$ cat src/rtl/mips_pkg.sv
// Shared MIPS front-end definitions: reset PC, nop encoding, fetch FSM state and queue entry layout.
package mips_pkg;

  localparam logic [31:0] RESET_PC_DEFAULT = 32'h0000_3000;
  localparam logic [31:0] INSTR_NOP        = 32'h0000_0000;

  typedef enum logic [1:0] {
    FS_IDLE,
    FS_REQ,
    FS_WAIT,
    FS_DROP
  } fetch_state_t;

  // drop_pend marks a held request whose response must be discarded once acked
  typedef struct packed {
    fetch_state_t state;
    logic         drop_pend;
  } fetch_ctrl_t;

  typedef struct packed {
    logic [31:0] pc;
    logic [31:0] instr;
  } fetch_entry_t;

endpackage

$ cat src/rtl/fetch_fifo.sv
// Prefetch queue of {PC, Instr} entries with push, pop, flush and occupancy count.
module fetch_fifo
  import mips_pkg::*;
#(
  parameter int unsigned DEPTH = 4
) (
  input  logic                   clk,
  input  logic                   rst,
  input  logic                   clear,
  input  logic                   push,
  input  logic                   pop,
  input  fetch_entry_t           wdata,
  output fetch_entry_t           rdata,
  output logic [$clog2(DEPTH):0] count
);

  localparam int unsigned AW = $clog2(DEPTH);
  localparam int unsigned CW = AW + 1;

  fetch_entry_t  mem [DEPTH];
  logic [AW-1:0] rd_ptr;
  logic [AW-1:0] wr_ptr;
  logic          do_pop;

  assign do_pop = pop && (count != '0);
  assign rdata  = mem[rd_ptr];

  always_ff @(posedge clk or posedge rst) begin
    if (rst) begin
      rd_ptr <= '0;
      wr_ptr <= '0;
      count  <= '0;
    end else if (clear) begin
      rd_ptr <= '0;
      wr_ptr <= '0;
      count  <= '0;
    end else begin
      if (push)   wr_ptr <= wr_ptr + AW'(1);
      if (do_pop) rd_ptr <= rd_ptr + AW'(1);
      count <= count + CW'(push) - CW'(do_pop);
    end
  end

  // Storage needs no reset: entries are only visible once count covers them
  always_ff @(posedge clk) begin
    if (push && !clear) mem[wr_ptr] <= wdata;
  end

  // Slot reservation upstream must make a push into a full queue impossible
  no_push_when_full: assert property (@(posedge clk) disable iff (rst)
    !(push && !clear && count == CW'(DEPTH)));

endmodule

$ cat src/rtl/instr_prefetch.sv
// Sequential instruction prefetcher feeding IF, with redirect flush and in-flight drop.
// Define PREFETCH_BYPASS_EN to forward a returning word straight to the outputs when the queue is empty.
module instr_prefetch
  import mips_pkg::*;
#(
  parameter int unsigned DEPTH    = 4,
  parameter logic [31:0] RESET_PC = RESET_PC_DEFAULT
) (
  input  logic        clk,
  input  logic        rst,
  output logic        MemReq,
  output logic [31:0] MemAddr,
  input  logic        MemAck,
  input  logic        MemRValid,
  input  logic [31:0] MemRData,
  input  logic        Redirect,
  input  logic [31:0] RedirectPC,
  input  logic        InstrTake,
  output logic        InstrValid,
  output logic [31:0] Instr,
  output logic [31:0] PC,
  output logic [31:0] NPC
);

  localparam int unsigned CW = $clog2(DEPTH) + 1;

  fetch_ctrl_t  ctrl_q, ctrl_d;
  logic [31:0]  fpc_q, fpc_d;
  logic [31:0]  redir_pc_q, redir_pc_d;
  logic [31:0]  fpc_prev;
  logic         push, pop, clear;
  logic         has_head;
  logic         bypass;
  logic [CW-1:0] count;
  fetch_entry_t head;

  assign fpc_prev = fpc_q - 32'd4;
  assign has_head = (count != '0);

`ifdef PREFETCH_BYPASS_EN
  assign bypass = (ctrl_q.state == FS_WAIT) && MemRValid && !Redirect && !has_head;
`else
  assign bypass = 1'b0;
`endif

  fetch_fifo #(.DEPTH(DEPTH)) u_fifo (
    .clk   (clk),
    .rst   (rst),
    .clear (clear),
    .push  (push),
    .pop   (pop),
    .wdata ('{pc: fpc_prev, instr: MemRData}),
    .rdata (head),
    .count (count)
  );

  always_ff @(posedge clk or posedge rst) begin
    if (rst) begin
      ctrl_q     <= '{state: FS_IDLE, drop_pend: 1'b0};
      fpc_q      <= RESET_PC;
      redir_pc_q <= RESET_PC;
    end else begin
      ctrl_q     <= ctrl_d;
      fpc_q      <= fpc_d;
      redir_pc_q <= redir_pc_d;
    end
  end

  // Next-state: redirect overrides every push, pop and transition
  always_comb begin
    ctrl_d     = ctrl_q;
    fpc_d      = fpc_q;
    redir_pc_d = redir_pc_q;
    push       = 1'b0;
    pop        = InstrTake && has_head;
    clear      = 1'b0;

    if (Redirect) begin
      clear = 1'b1;
      pop   = 1'b0;
      unique case (ctrl_q.state)
        FS_IDLE: fpc_d = RedirectPC;
        FS_REQ: begin
          if (MemAck) begin
            fpc_d            = RedirectPC;
            ctrl_d.drop_pend = 1'b0;
            ctrl_d.state     = FS_DROP;
          end else begin
            // Address must stay stable until ack; park the target
            ctrl_d.drop_pend = 1'b1;
            redir_pc_d       = RedirectPC;
          end
        end
        FS_WAIT: begin
          fpc_d        = RedirectPC;
          ctrl_d.state = MemRValid ? FS_IDLE : FS_DROP;
        end
        FS_DROP: begin
          fpc_d = RedirectPC;
          if (MemRValid) ctrl_d.state = FS_IDLE;
        end
      endcase
    end else begin
      unique case (ctrl_q.state)
        FS_IDLE: if (count < CW'(DEPTH)) ctrl_d.state = FS_REQ;
        FS_REQ: begin
          if (MemAck) begin
            if (ctrl_q.drop_pend) begin
              fpc_d            = redir_pc_q;
              ctrl_d.drop_pend = 1'b0;
              ctrl_d.state     = FS_DROP;
            end else begin
              fpc_d        = fpc_q + 32'd4;
              ctrl_d.state = FS_WAIT;
            end
          end
        end
        FS_WAIT: begin
          if (MemRValid) begin
            push         = !(bypass && InstrTake);
            ctrl_d.state = ((count + CW'(push) - CW'(pop)) < CW'(DEPTH)) ? FS_REQ : FS_IDLE;
          end
        end
        FS_DROP: if (MemRValid) ctrl_d.state = FS_IDLE;
      endcase
    end
  end

  assign MemReq  = (ctrl_q.state == FS_REQ);
  assign MemAddr = fpc_q;

  always_comb begin
    InstrValid = has_head;
    Instr      = has_head ? head.instr : INSTR_NOP;
    PC         = has_head ? head.pc : 32'h0;
    NPC        = has_head ? head.pc + 32'd4 : 32'h0;
    if (bypass) begin
      InstrValid = 1'b1;
      Instr      = MemRData;
      PC         = fpc_prev;
      NPC        = fpc_q;
    end
  end

endmodule

$ cat config.mk
export PLATFORM = sky130hd
export DESIGN_NAME = instr_prefetch
export DESIGN_NICKNAME = d
export VERILOG_FILES = /design/src/rtl/mips_pkg.sv /design/src/rtl/fetch_fifo.sv /design/src/rtl/instr_prefetch.sv
export SDC_FILE = /design/constraint.sdc
export NUM_CORES = 1
export LEC_CHECK = 0
export ABC_CLOCK_PERIOD_IN_PS = 3400
export CAP_MARGIN = 5
export CORE_MARGIN = 2
export CORE_UTILIZATION = 50
export CTS_BUF_LIST = sky130_fd_sc_hd__clkbuf_2 sky130_fd_sc_hd__clkbuf_4 sky130_fd_sc_hd__clkbuf_8
export DETAILED_ROUTE_END_ITERATION = 8
export GPL_TIMING_DRIVEN = 1
export PLACE_DENSITY = 0.7
export SETUP_SLACK_MARGIN = 0.4
export SYNTH_ARGS = -nofsm -noshare
export SYNTH_HDL_FRONTEND = slang
export SYNTH_HIERARCHICAL = 1
export SYNTH_SLANG_ARGS = --single-unit
$ cat constraint.sdc
create_clock -name clk -period 3.4 [get_ports clk]
set_input_delay 0.68 -clock clk [delete_from_list [all_inputs] [get_ports clk]]
set_output_delay 0.68 -clock clk [all_outputs]
set_load 0.1 [all_outputs]
* Word-level counts from Yosys, hierarchy flattened *
Memories as Yosys holds them, arrays and structs flattened.
Cells that the tools add are included.

storage, ports and cells
  output and inout port bits = 130
  input port bits = 70
  memories = 1
  logic and storage cells = 77
  bits in writable memories = 256
  flip-flop bits (word level) = 74

memory list
  memory      words  bits a word  rd ports  clocked after memory_dff  wr ports  line              text
  u_fifo.mem  4      64           1         0                         1         fetch_fifo.sv:20  fetch_entry_t mem [DEPTH];

cells by class
  equality and inequality tests = 7
  add/sub/neg operators = 9
  $lt $le $gt $ge = 2
  muxes and demuxes = 35
  reduce and logical (&&, ||, !) cells = 15
  bitwise gates (word level) = 1

operators with widths
  kind                                                                   number
  32-bit 2-to-1 mux                                                      8
  32-bit by 3-bit adder with 32-bit output, second input constant        2
  32-bit case mux with 2 select lines                                    1
  32-bit by 3-bit subtractor with 32-bit output, second input constant   1
  2-bit 2-to-1 mux                                                       9
  1-bit 2-to-1 mux                                                       12
  3-bit 2-to-1 mux                                                       3
  2-bit case mux with 4 select lines                                     1
  2-bit nonzero test                                                     4
  3-bit < comparator, second input constant                              2
  3-bit != test, second input constant                                   2
  2-bit case mux with 3 select lines                                     1
  3-bit AND reduction                                                    2
  3-bit by 1-bit subtractor with 3-bit output                            2
  2-bit by 1-bit adder with 2-bit output, second input constant          2
  2-bit equality test, second input constant                             2
  4-bit by 2-bit != test with 1-bit output, second input constant        1
  4-bit AND reduction                                                    1
  3-bit by 1-bit adder with 3-bit output                                 1
  3-bit by 1-bit adder with 3-bit output, second input constant          1
  1-bit logical AND                                                      3
  3-bit nonzero test                                                     1
  3-bit OR reduction                                                     1
  2-bit by 1-bit equality test with 1-bit output, second input constant  1
  5 further kinds                                                        5

* Logic depth before layout (Yosys ltp) *
Gate-level depths: netlist (run 1).

  depth after elaboration = 8
  gate-level depth with buffers = 12
  depth with buffers taken out = 11

* By module *
Netlist (run 1), hierarchy kept.

modules (own cells, without submodules)
  module          sequential area each (µm²)  cells an instance  times used  area an instance (µm²)
  fetch_fifo      7,862.5                     377                1           9,725.6
  instr_prefetch  1,681.6                     705                1           5,662.9

* Least setup slack after synthesis (run 1) *
Ideal clock, no wire load.

  kind = flip-flop to output port
  from = register u_fifo.rd_ptr[0]
  to = output NPC[30]
  data required time = 2,720 ps
  data arrival time = 3,861 ps
  path buffers = 3
  stages on the path, launching flop included = 10
  setup slack = -1,141 ps
  path through = dfrtp_1 buf_6 buf_12 buf_12 mux4_2 ha_1 nand2_1 or4_1 or4_1 a21oi_1

RTL lines
  what                    line                  text
  start, declared         fetch_fifo.sv:21      logic [AW-1:0] rd_ptr;
  start signal, assigned  fetch_fifo.sv:39      if (do_pop) rd_ptr <= rd_ptr + AW'(1);
  end, declared           instr_prefetch.sv:22  output logic [31:0] NPC

==> results.txt, run 1 <==
Leak = 7.298 nW
IO Count = 200
Psw = 5.725 mW
Max Freq = 0.2627 GHz
clock root buffer = clkbuf_8
status = finished with violations
min cycle time layout = 3806 ps
Clock Power Share = 23.5%
Storage cell area = 0.009549 mm²
commonest cells after routing, fill and taps aside = edfxtp_1, buf_12, buf_4
Die Y = 179.4 µm
cts bufs inserted = 51
Req. time, crit path = 2720 ps
core area = 0.03043 mm²
post-synth cell types = 71
post-synthesis simple-gate area fraction = 12.29%
CP Launch Type = flop
Final Max Tran Viols = 0
area of the multi-input gates = 0.005871 mm²
Synth area leader = edfxtp_1
pin count of the biggest net entering global routing = 42
Longest Clk Path Bufs = 3
critical-path cell list = buf_12, mux4_2, nand4_1, or4_4, or4_4, a21oi_4, buf_12
synthesized flop and latch total = 330
Setup CP Type = flop to primary output
worst-path maximum fanout = 13
Synth Area in Adders = 0.8619%
DR DRC count = 0
first-pass GRT wire length = 57,260 µm
Slowest cell on crit path = or4_4
worst setup margin = -406.2 ps
largest family of logic cells by synthesized area = multiplexers
ranking of synthesized cells by area = edfxtp_1, dfrtp_1, mux4_2
Die W = 179.4 µm
MaxCap Viol Count = 0
Worst Tran Pin Value = 714.4 ps
overall power = 14.10 mW
EDFF count, synth = 256
synthesis-to-layout area growth = 35.08%
CTS Sinks = 330
antenna violations before repair = 0
layout cells sized above 1 = 36.77%
WL final = 36,770 µm
Synth Area in Compound Gates = 5.781%
Cell Int Power = 8.370 mW
ANT cells = 0
Yosys warning total = 6
# hold bufs at CTS = 0
total number of vias = 10,319
Row Count = 64
Initial Util = 50.57%
failing checks = setup timing
crit path DAT = 3130 ps
vias per inst = 5.814
multiplexer share of the synthesized area = 13.06%
Mapped Cells = 1,082
Tcrit/Tclk final = 111.9%
CP Capture Type = primary output
Hold WS = 457.1 ps
Flop pwr share = 40.8%
clk_skew = 31.69 ps
launching point of the worst reg2reg path = MemAddr[2]
Seq/Total Area, Yosys = 62.02%
most common cell after layout, fill and taps aside = edfxtp_1
Initial DRC Count = 935
Clk pin slew, worst setup/hold paths = 60 ps
GRT Residual Overflow = 0
Fillers = 2,016
switching portion of total power = 40.62%
Synth Area per Inst = 14.22 µm²
GRT Overall Usage = 22.41%
PwrDens = 678.1 mW/mm²
hold crit path type = primary input to asynchronous set/reset pin
Placer Congestion = 0.8627
HPWL after detailed placement = 25,040 µm
clock latency on the worst-skew pair = 600 ps
slowest stage delay, CP = 530 ps
dominant synthesized flop cell = edfxtp_1
Yosys top cell area share = 49.96%
Die Area = 0.03220 mm²
Synthesized Nets = 1,162
CP Launch Point = u_fifo/rd_ptr[0]
final hold violations = 0
Nets = 1,418
Comb power frac = 35.7%
final setup fails = 23
TritonCTS clock tree = built
relative slew slack = 52.01%
drt pass-1 iters = 5
post-synthesis async set-or-reset flop share = 22.42%
vias in the first global route = 10,072
Netlist Area Pre-Place = 0.01539 mm²
Peak VDD IR = 0.6881 mV
ANT nets after route = 0
xor and xnor area share after synthesis = 2.594%
DR WL/cell = 20.72 µm
port bufs = 199
unrepaired setup endpoints after global routing = yes
TNS Setup = -4938 ps
CTS H-tree depth = 2
==> synth_stat cells, drive strengths merged (4+ instances only) <==
library cell  instances
xnor2                25
clkbuf               36
mux2i                 5
nand2                58
nand4b                5
a21oi                29
dfrtp                70
o22ai                13
buf                  44
and2                 74
dfstp                 4
nor4                 15
inv                  25
o21a                  5
mux2                 46
nand3b                4
or4                  10
edfxtp              256
mux4                 64
o22a                  8
nor2b                 7
nand3                30
a211oi                8
nor2                 65
o211ai                4
xor2                 18
o21ai                24
ha                    9
nor3                 23
and3                 12
and4                  6
a31oi                10
nand4                27
==> what timing repair did <==
action / 4_1_cts / 5_1_grt
pin swaps: 12 / 13
resized for setup: 36 / 45
endpoints found under the setup margin: 75 / 87
endpoints found under the hold margin: 0 / 0
setup buffers: 15 / 10
cloned: 1 / 0
==> registers in the layout, summed over array words and instances, names as in the netlist <==
| name | count |
|---|---|
| ctrl_q | 3 |
| u_fifo/count | 3 |
| redir_pc_q | 32 |
| MemAddr | 32 |
| u_fifo/rd_ptr | 2 |
| u_fifo/wr_ptr | 2 |
| u_fifo/mem | 256 |
==> worst paths after layout <==
kind | end | slack [ps] | depth (start not counted)
setup / recovery | NPC[30] | -410 | 7
hold / removal | u_fifo/rd_ptr[1] | 460 | 2
setup reg to reg | u_fifo/mem[3][56] | 780 | 6
hold reg to reg | redir_pc_q[5] | 480 | 1
max in group asynchronous | MemAddr[12] | 2110 | 3
min in group clk | redir_pc_q[5] | 480 | 1
==> per-stage QoR <==
step | area, µm² | setup slack (ps) | instances | utilization (%)
3_3_place_gp | 19210 | 117.6 | 1655 | 63.14
6_report | 20790 | -406.2 | 1775 | 68.31
5_1_grt | 20790 | -528.2 | 1775 | 68.31
2_1_floorplan | 15670 | -121.6 | 1082 | -
3_5_place_dp | 19210 | 101.6 | 1655 | 63.14
4_1_cts | 20560 | -450.3 | 1765 | 67.56
==> power groups by stage <==
stage / logic [mW] / registers, mW / clock network (mW)
2_1_floorplan: 2.61 / 6.73 / 0
3_3_place_gp: 4.92 / 5.78 / 0
3_5_place_dp: 4.99 / 5.80 / 0
4_1_cts: 5.02 / 5.72 / 3.38
5_1_grt: 5.31 / 5.82 / 3.56
6_report: 5.04 / 5.75 / 3.31
==> per-layer routing <==
metal,vias up,global-route usage [%],wire [µm]
li1,4678,-,-
met1,5109,32.66,16170
met2,480,35.33,17180
met3,52,3.951,2776
met4,0,5.691,646
met5,-,0,0
==> worst max-delay path, delay by kind of cell, from the launching register on <==
kind	cells	cell delay, ps
simple gates	3	1150
mux	1	380
flops	1	500
compound gates	1	160
buf+inv	2	360
==> cells by family after synthesis <==
family                   count (synthesis)
AO/OA/AOI/OAI                          133
XOR/XNOR                                44
adder cells (fa/ha/maj)                 10
buffers and inverters                  105
flip-flops                             330
multiplexers                           115
AND/OR/NAND/NOR                        345
==> final cells by class <==
type,instances,share of cell area [%]
Clock buffer,62,3.804
Inverter,25,0.4635
Sequential cell,330,45.94
Multi-Input combinational cell,647,28.24
Clock inverter,32,1.102
Timing Repair Buffer,283,18.06
Tap cell,396,2.384
Note: power is estimated with default switching activity, not from simulation.
==> run 2: changes to the inputs <==
--- a/config.mk
+++ b/config.mk
@@ -12,6 +12,7 @@
 export CTS_BUF_LIST = sky130_fd_sc_hd__clkbuf_2 sky130_fd_sc_hd__clkbuf_4 sky130_fd_sc_hd__clkbuf_8
 export DETAILED_ROUTE_END_ITERATION = 8
 export GPL_TIMING_DRIVEN = 1
+export MAX_ROUTING_LAYER = met4
 export PLACE_DENSITY = 0.7
 export SETUP_SLACK_MARGIN = 0.4
 export SYNTH_ARGS = -nofsm -noshare
==> results.txt, run 2 (synthesis gave the netlist of run 1 again) <==
GRT Overall Usage = 23.08% (+0.67 points)
unrepaired setup endpoints after global routing = yes
synthesis-to-layout area growth = 36.51%
relative slew slack = 54.39% (+2.4 points)
Slowest cell on crit path = or4_4
Final Max Tran Viols = 0 (unchanged)
Initial DRC Count = 989 (+5.8%)
status = finished with violations
Setup CP Type = flop to primary output
Clock Power Share = 24.6% (+1.1 points)
port bufs = 199 (unchanged)
met2 Use GR = 35.19% (-0.14 points)
drt pass-1 iters = 6 (+1)
Flop pwr share = 40.1% (-0.7 points)
ANT cells = 0 (unchanged)
Comb power frac = 35.3% (-0.4 points)
cts bufs inserted = 54 (+5.9%)
vias in the first global route = 10,280 (+2.1%)
final hold violations = 0 (unchanged)
Die Y = 179.4 µm (unchanged)
most common cell after layout, fill and taps aside = edfxtp_1
Leak = 7.421 nW (+1.7%)
Longest Clk Path Bufs = 3 (unchanged)
Tcrit/Tclk final = 112.4% (+0.49 points)
failing checks = setup timing
PwrDens = 682.5 mW/mm² (+0.64%)
Cell Int Power = 8.610 mW (+2.9%)
Psw = 5.726 mW (about the same)
core area = 0.03043 mm² (unchanged)
Peak VDD IR = 0.7324 mV (+6.4%)
vias per inst = 5.769 (-0.77%)
DR DRC count = 0 (unchanged)
Worst Tran Pin Value = 678.9 ps (-35.43 ps)
clock latency on the worst-skew pair = 580 ps (-20 ps)
clock root buffer = clkbuf_8
hold crit path type = primary input to asynchronous set/reset pin
worst setup margin = -423.0 ps (-16.79 ps)
antenna violations before repair = 0 (unchanged)
CTS Sinks = 330 (unchanged)
slowest stage delay, CP = 530 ps (about the same)
GR Layer Usage met3 = 3.525% (-0.43 points)
DR WL/cell = 20.72 µm (about the same)
Initial Util = 50.57% (unchanged)
Row Count = 64 (unchanged)
DP Cell Count = 1,656 (+0.060%)
Clk pin slew, worst setup/hold paths = 60 ps (about the same)
Placer Congestion = 0.8539 (-1.0%)
Req. time, crit path = 2720 ps (about the same)
largest register by flop count = u_fifo/mem
crit path DAT = 3140 ps (about the same)
Nets = 1,419 (+0.071%)
switching portion of total power = 39.94% (-0.68 points)
worst path bufs/invs = 2 (unchanged)
Fillers = 2,019 (+0.15%)
clk_skew = 13.09 ps (-18.60 ps)
pin count of the biggest net entering global routing = 58 (+38%)
MaxCap Viol Count = 0 (unchanged)
final setup fails = 24 (+4.3%)
critical-path cell list = buf_12, mux4_2, nand4_1, or4_4, or4_4, a21oi_4, buf_12
commonest cells after routing, fill and taps aside = edfxtp_1, buf_12, buf_4
worst-path maximum fanout = 14 (+1)
ANT nets after route = 0 (unchanged)
TritonCTS clock tree = built
met1 GRT Util = 33.31% (+0.64 points)
Die W = 179.4 µm (unchanged)
Max Freq = 0.2616 GHz (-0.44%)
delay-heaviest family, CP = simple AND/OR/NAND/NOR gates
layout cells sized above 1 = 38.90% (+2.1 points)
CP Launch Type = flop
# hold bufs at CTS = 0 (unchanged)
min cycle time layout = 3823 ps (+16.79 ps)
first-pass GRT wire length = 57,570 µm (+0.54%)
total number of vias = 10,263 (-0.54%)
non-filler instance count after layout = 1,779 (+0.23%)
WL final = 36,870 µm (+0.26%)
max FFs per register = 256 (unchanged)
Die Area = 0.03220 mm² (unchanged)
CTS H-tree depth = 2 (unchanged)
HPWL after detailed placement = 25,270 µm (+0.91%)
GRT Residual Overflow = 0 (unchanged)
IO Count = 200 (unchanged)
grt peak-use layer = met2
TNS Setup = -4862 ps (+75.35 ps)
CP Capture Type = primary output
-- run 2: worst paths after layout --
check / to / slack, ps / startpoint / depth (start not counted)
worst max-delay path: NPC[30] / -420 / u_fifo/rd_ptr[0] / 7
worst min-delay path: u_fifo/count[0] / 440 / rst / 2
worst max register to register: u_fifo/mem[0][58] / 840 / MemAddr[2] / 6
worst min register to register: redir_pc_q[24] / 490 / redir_pc_q[24] / 1
max in group asynchronous: redir_pc_q[13] / 2060 / rst / 3
min in group clk: redir_pc_q[24] / 490 / redir_pc_q[24] / 1
-- run 2: routing by layer --
metal,up-vias,wire [µm],part of all wire (%)
met5,-,0,0
met4,0,465,1.3
met3,38,2470,6.7
met2,427,17360,47
met1,5119,16570,45
li1,4679,-,-
-- run 2: final cells by class --
class                           instances  area, µm²  area share, %
Sequential cell                       330       9550          45.46
Multi-Input combinational cell        647       5944          28.30
Clock inverter                         28      206.4         0.9828
Clock buffer                           72      915.9          4.360
Inverter                               25      96.34         0.4586
Timing Repair Buffer                  281       3797          18.08
Tap cell                              396      495.5          2.359
-- run 2: power groups by stage --
| stage | Sequential (mW) | Clock (mW) | Combinational, mW |
|---|---|---|---|
| 2_1_floorplan | 6.73 | 0 | 2.61 |
| 3_3_place_gp | 5.79 | 0 | 4.93 |
| 3_5_place_dp | 5.81 | 0 | 5.00 |
| 4_1_cts | 5.73 | 3.59 | 5.04 |
| 5_1_grt | 5.83 | 3.78 | 5.34 |
| 6_report | 5.75 | 3.52 | 5.06 |
-- run 2: through the flow --
step	cell area [µm²]	power (mW)	hold slack [ps]	util, %	worst slack, ps
4_1_cts	20710	14.36	413.2	68.05	-441.9
5_1_grt	21010	14.95	453.7	69.03	-502.4
6_report	21010	14.34	438.3	69.03	-423.0
3_3_place_gp	19230	10.72	467.7	63.20	126.2
3_5_place_dp	19230	10.81	474.8	63.20	115.7
2_1_floorplan	15670	9.345	458.0	-	-121.6
-- run 2: timing repair --
action	4_1_cts	5_1_grt
pin swaps	13	11
setup endpoints to repair	62	90
hold endpoints to repair	0	0
gates resized for setup	65	57
gates cloned	0	1
setup buffers	15	7
==> run 3: changes to the inputs <==
--- a/config.mk
+++ b/config.mk
@@ -5,15 +5,15 @@
 export SDC_FILE = /design/constraint.sdc
 export NUM_CORES = 1
 export LEC_CHECK = 0
-export ABC_CLOCK_PERIOD_IN_PS = 3400
-export CAP_MARGIN = 5
+export ABC_CLOCK_PERIOD_IN_PS = 4200
+export CAP_MARGIN = 15
 export CORE_MARGIN = 2
-export CORE_UTILIZATION = 50
+export CORE_UTILIZATION = 57
 export CTS_BUF_LIST = sky130_fd_sc_hd__clkbuf_2 sky130_fd_sc_hd__clkbuf_4 sky130_fd_sc_hd__clkbuf_8
 export DETAILED_ROUTE_END_ITERATION = 8
 export GPL_TIMING_DRIVEN = 1
 export MAX_ROUTING_LAYER = met4
-export PLACE_DENSITY = 0.7
+export PLACE_DENSITY = 0.79
 export SETUP_SLACK_MARGIN = 0.4
 export SYNTH_ARGS = -nofsm -noshare
 export SYNTH_HDL_FRONTEND = slang
==> constraint.sdc (replaced) <==
create_clock -name clk -period 4.2 [get_ports clk]
set_input_delay 0.84 -clock clk [delete_from_list [all_inputs] [get_ports clk]]
set_output_delay 0.84 -clock clk [all_outputs]
set_load 0.1 [all_outputs]
==> results.txt, run 3 (synthesis gave the netlist of run 1 again) <==
status = finished with violations
failing checks = setup timing
final hold violations = 0 (unchanged)
slowest stage delay, CP = 530 ps (about the same)
Die Area = 0.02833 mm² (-12%)
CP Launch Type = flop
most common cell after layout, fill and taps aside = edfxtp_1
Tcrit/Tclk final = 100.8%
Initial DRC Count = 985 (-0.40%)
Hold WS = 486.0 ps (+47.66 ps)
Placer Congestion = 0.8957 (+4.9%)
worst-path maximum fanout = 6 (-8)
ANT nets after route = 0 (unchanged)
MaxCap Viol Count = 0 (unchanged)
r2r setup slk = 1360 ps (+520 ps)
antenna violations before repair = 0 (unchanged)
Slowest cell on crit path = dfrtp_4
Final Max Tran Viols = 0 (unchanged)
GR Layer Usage met3 = 4.349% (+0.82 points)
ANT cells = 0 (unchanged)
final setup fails = 1 (-96%)
relative slew slack = 31.20% (-23 points)
layout cells sized above 1 = 31.52% (-7.4 points)
largest register by flop count = u_fifo/mem
Req. time, crit path = 3360 ps (+640 ps)
HPWL after detailed placement = 24,650 µm (-2.5%)
cell area after layout = 0.01969 mm² (-6.3%)
cts bufs inserted = 51 (-5.6%)
CTS Sinks = 330 (unchanged)
Storage cell area = 0.009549 mm² (about the same)
TritonCTS clock tree = built
DR DRC count = 0 (unchanged)
Die W = 168.3 µm (-6.2%)
Nets = 1,402 (-1.2%)
# hold bufs at CTS = 0 (unchanged)
core area = 0.02673 mm² (-12%)
hold crit path type = flop to flop
Peak VDD IR = 0.8265 mV (+13%)
worst path bufs/invs = 3 (+1)
pin count of the biggest net entering global routing = 51 (-12%)
DR WL/cell = 22.44 µm (+8.3%)
commonest cells after routing, fill and taps aside = edfxtp_1, buf_4, clkdlybuf4s50_1
CTS H-tree depth = 2 (unchanged)
vias per inst = 6.121 (+6.1%)
clk_skew = 20.03 ps (+6.937 ps)
Leak = 7.035 nW (-5.2%)
Worst Tran Pin Value = 1029 ps (+349.9 ps)
GRT Residual Overflow = 0 (unchanged)
max FFs per register = 256 (unchanged)
TNS Setup = -34.37 ps (+4828 ps)
cell area after placement = 0.01783 mm² (-7.3%)
met2 Use GR = 40.37% (+5.2 points)
Clk pin slew, worst setup/hold paths = 60 ps (about the same)
PwrDens = 589.2 mW/mm² (-14%)
met1 GRT Util = 37.65% (+4.3 points)
Die Y = 168.3 µm (-6.2%)
first-pass GRT wire length = 56,380 µm (-2.1%)
synthesis-to-layout area growth = 27.95%
Initial Util = 57.58% (+7.0 points)
worst setup margin = -34.37 ps (+388.6 ps)
Place WS = 570.0 ps (+454.2 ps)
Setup CP Type = flop to primary output
IO Count = 200 (unchanged)
min cycle time layout = 4234 ps
GRT Overall Usage = 26.35% (+3.3 points)
critical-path cell list = buf_12, buf_6, mux4_2, nand4_4, or4_4, or4_4, a21oi_4, buf_12
unrepaired setup endpoints after global routing = yes
vias in the first global route = 10,031 (-2.4%)
Row Count = 60 (-6.3%)
CP Capture Type = primary output
Max Freq = 0.2362 GHz
drt pass-1 iters = 5 (-1)
port bufs = 199 (unchanged)
area of the multi-input gates = 0.005655 mm² (-4.9%)
grt peak-use layer = met2
Longest Clk Path Bufs = 3 (unchanged)
crit path DAT = 3390 ps (+250 ps)
total number of vias = 10,436 (+1.7%)
delay-heaviest family, CP = simple AND/OR/NAND/NOR gates
Fillers = 1,624 (-20%)
clock root buffer = clkbuf_8
WL final = 38,260 µm (+3.8%)
clock latency on the worst-skew pair = 600 ps (+20 ps)
final design utilization = 73.67% (+4.6 points)
## run 3: changes by cell type in the layout (fill, tap and decap cells not counted), sizes merged
cell / delta
bufinv: +2
clkinv: -6
clkdlybuf4s50: +32
inv: -1
buf: -46
## run 3: layout make-up
class / count / share of cell area (%)
flip-flops and latches: 330 / 48.50
multi-input cells: 647 / 28.72
repair buffers: 267 / 14.22
clock buffers: 72 / 4.588
well taps: 341 / 2.167
clock inverters: 23 / 1.328
inverters: 25 / 0.4766
## run 3: power by group
group          internal, mW  leakage, nW  total, mW  switching (mW)
logic                  1.13         3.24       3.92            2.80
clock network          1.71        0.617       2.99            1.28
registers              4.11         3.18       4.69           0.580
## run 3: final timing paths
kind | from | endpoint | cells past startpoint
worst max-delay path | u_fifo/rd_ptr[0] | NPC[30] | 8
worst min-delay path | redir_pc_q[10] | redir_pc_q[10] | 1
worst max register to register | u_fifo/count[2] | u_fifo/count[2] | 11
worst min register to register | redir_pc_q[10] | redir_pc_q[10] | 1
max in group asynchronous | rst | MemAddr[13] | 3
min in group asynchronous | rst | u_fifo/rd_ptr[0] | 2
## run 3: metal layers
| metal | share of wire, % | vias to the layer above |
|---|---|---|
| li1 | - | 4635 |
| met1 | 42 | 5179 |
| met2 | 48 | 554 |
| met3 | 7.8 | 68 |
| met4 | 2.1 | 0 |
| met5 | 0 | - |
## run 3: timing repair
action                                  4_1_cts  5_1_grt
gates cloned                                  0        1
gates resized for setup                      19       62
endpoints found under the setup margin       16       18
pin swaps                                     2       26
setup buffers                                11       31
## run 3: through the flow
stage	instances	total power, mW
floorplan	1082	7.539
global placement	1567	8.514
detailed placement	1567	8.599
CTS	1673	11.58
global route	1705	12.05
finish	1705	11.60
## run 3: worst reg2reg max path, cell delays in order (launching register included)
cell and delay (ps):
dfrtp_1 490, nor3_2 90, inv_2 570, and3_1 280, o31a_1 190, ha_1 250
inv_1 60, ha_1 130, inv_1 40, fa_1 370, xnor3_1 220, nor2_1 40
==> variant, RTL diff (settings of run 2) <==
`DEPTH` is set to 4 in 2 places; all go to 8.
--- a/src/rtl/fetch_fifo.sv
+++ b/src/rtl/fetch_fifo.sv
@@ -4,3 +4,3 @@
 #(
-  parameter int unsigned DEPTH = 4
+  parameter int unsigned DEPTH = 8
 ) (
--- a/src/rtl/instr_prefetch.sv
+++ b/src/rtl/instr_prefetch.sv
@@ -5,3 +5,3 @@
 #(
-  parameter int unsigned DEPTH    = 4,
+  parameter int unsigned DEPTH    = 8,
   parameter logic [31:0] RESET_PC = RESET_PC_DEFAULT
Formal check against the unedited RTL: same outputs for any inputs over 4 cycles, from zero or initial values and one cycle with rst high; that may be too few to reach the edited logic, so the function may still have changed.
==> variant against run 2 <==
  * The run still ends with negative setup slack left
  * Area after synthesis grew 64%
  * Die area up 63%
  * Routed wire length up 61%
  * Total power is 59% higher
  * Sequential power rose by 66%
  * Worst setup slack got worse by 210 ps
  * Sequential cell count is 259 higher
  * Global-route usage rose by 0.48 points
  * Largest power group unchanged
  * Combinational power grew 45%
  * Final area increased by 58%
==> variant: results (changes against run 2) <==
| Metric | Value |
|---|---|
| Max VDD drop | `0.712 mV (was 0.732 mV)` |
| Final setup margin | `-638 ps (was -423 ps)` |
| GPL Wtd Cong | `0.841 (was 0.854)` |
| Final net count | `1,915 (was 1,419)` |
| Async SR Flop Fraction | `13.1% (was 22.4%)` |
| Synth top area cells | `edfxtp_1 (61%), mux4_2 (11%), dfrtp_1 (7.2%), mux2_2 (4.3%), and2_1 (1.7%) (was edfxtp_1 (50%), dfrtp_1 (11%), mux4_2 (9.4%), and2_1 (2.9%), mux2_2 (2.9%))` |
| H-tree levels | `3 (was 2)` |
| Detailed Place HPWL | `36.1 mm (was 25.3 mm)` |
| FF-to-FF path depth | `5 (was 6)` |
| Reg clk slew, reported paths | `60 ps (about the same)` |
| Number of flops mapped to enable cells by yosys | `512 (was 256)` |
| Reg2Reg Setup Slack | `520 ps (was 840 ps)` |
| Root buffer cell | `clkbuf_8 (unchanged)` |
| Post-synth net total | `1,572 (was 1,162)` |
| Clock latency on the worst-skew pair | `690 ps (was 580 ps)` |
| WL final | `59.3 mm (was 36.9 mm)` |
| I/O Buffers | `199 (unchanged)` |
| Worst R2R End | `u_fifo/mem[2][63] (was u_fifo/mem[0][58])` |
| Largest Register | `u_fifo/mem (unchanged)` |
| CTS Buf Count | `94 (was 54)` |
| Share of layout cells above drive strength 1 | `43.1% (was 38.9%)` |
| Vias in the first global route | `15,360 (was 10,280)` |
| Status | `finished with violations (unchanged)` |
| Crit Reg-Reg Startpoint | `MemAddr[2] (unchanged)` |
| # setup viols final | `74 (was 24)` |
| Smallest hold slack | `315 ps (was 438 ps)` |
| Violated checks | `negative setup slack (unchanged)` |
| Clock buffer depth | `3 (unchanged)` |
| Crit Path Max Fanout | `10 (was 14)` |
| Crit path DAT | `3360 ps (was 3140 ps)` |
| Max reg flops | `512 (was 256)` |
| Yosys warns | `6 (unchanged)` |
| Dpl cells | `2,368 (was 1,656)` |
| Leakage | `11.2 nW (was 7.42 nW)` |
| Distinct cells, synth | `66 (was 71)` |
| First drt pass iteration count | `5 (was 6)` |
| Sequential area share after synthesis | `68.4% (was 62.0%)` |
| Vias per cell | `5.77 (about the same)` |
| Antenna violations before repair | `1 (was 0)` |
| Post-synth top cells | `edfxtp_1 (512), mux4_2 (128), mux2_2 (96), dfrtp_1 (73), nor2_1 (69) (was edfxtp_1 (256), and2_1 (72), dfrtp_1 (70), nor2_1 (65), mux4_2 (64))` |
| Setup Skew | `45.3 ps (was 13.1 ps)` |
| GRT Resource Usage Total | `23.6% (was 23.1%)` |
| DR WL/cell | `23.1 um (was 20.7 um)` |
| Initial DRC Count | `1,082 (was 989)` |
| Syn Inst Count | `1,490 (was 1,082)` |
| Largest net degree at the start of global routing | `66 (was 58)` |
| Rel. slew slack | `35.5% (was 54.4%)` |
| Placed inst area | `0.0303 mm^2 (was 0.0192 mm^2)` |
| First-pass GRT wire length | `90.7 mm (was 57.6 mm)` |
| HP Class | `primary input to async pin (unchanged)` |
variant: cell count changes in the layout (fill, tap and decap cells not counted), sizes merged, moves of 10 or more:
| cell | change |
|---|---|
| buf | +67 |
| mux2 | +50 |
| nand2b | +10 |
| edfxtp | +256 |
| clkbuf | +65 |
| mux4 | +64 |
| xor2 | +22 |
| xnor2 | -10 |
| nand2 | -13 |
| a21oi | +16 |
variant: metrics by stage:
stage	setup TNS [ps]	setup slack (ps)
2_1_floorplan	-58600	-475
3_3_place_gp	-314	-101
3_5_place_dp	-494	-200
4_1_cts	-28090	-729
5_1_grt	-31920	-789
6_report	-23510	-638
variant: cell families (layout without fill, tap and decap cells):
| group | Yosys count | in the layout | share of synthesized area, % |
|---|---|---|---|
| buf+inv | 123 | 532 | 2.32 |
| flops | 589 | 589 | 68.4 |
| xor+xnor | 55 | 55 | 1.90 |
| fa+ha+maj | 12 | 12 | 0.623 |
| mux | 231 | 231 | 15.9 |
| other cells | 0 | 1 | 0 |
| simple gates | 340 | 341 | 7.31 |
| compound gates | 140 | 140 | 3.50 |
variant: how the worst max path moves through the flow:
| stage | startpoint | end | slack (ps) | cells past startpoint |
|---|---|---|---|---|
| after floorplan | Redirect | u_fifo/mem[2][0] | -480 | 6 |
| after global placement | u_fifo/rd_ptr[1] | NPC[27] | -100 | 9 |
| after detailed placement | u_fifo/rd_ptr[1] | NPC[29] | -200 | 9 |
| after CTS | u_fifo/rd_ptr[1] | NPC[29] | -730 | 10 |
| after global routing | u_fifo/rd_ptr[1] | NPC[30] | -790 | 12 |
| final | u_fifo/rd_ptr[1] | NPC[29] | -640 | 11 |
variant: metal layers:
layer | wire [um] | track usage [%] | vias up | part of all wire, %
li1 | - | - | 6555 | -
met5 | 0 | - | - | 0
met2 | 28800 | 36.7 | 569 | 48
met3 | 4060 | 4.45 | 92 | 6.8
met1 | 25300 | 32.0 | 7640 | 43
met4 | 1250 | 6.82 | 0 | 2.1
variant: timing repair:
item,CTS,global route
endpoints found under the setup margin,121,175
buffers inserted,12,23
gates cloned,5,1
resized for setup,117,46
pin swaps,10,13
variant: layout make-up:
class / count / area (um^2)
inverters: 21 / 78.8
multi-input cells: 779 / 8500
flip-flops and latches: 589 / 17300
fillers: 3373 / 16800
diodes: 1 / 2.50
clock buffers: 136 / 1620
repair buffers: 348 / 4710
well taps: 672 / 841
clock inverters: 27 / 191
variant: critical path, stage by stage, from the launching register on:
cell and delay, ps:
dfrtp_4 470, buf_12 170, buf_4 120, mux4_2 470
mux2_4 300, and4_4 180, and4_4 170, buf_12 140
nand4_1 170, xor2_2 230, nor2_4 50, buf_12 200
variant: power breakdown:
part | switching (mW) | internal [mW] | leakage, nW
sequential | 0.714 | 8.85 | 5.52
clock | 2.66 | 3.20 | 0.966
combinational | 5.07 | 2.26 | 4.76
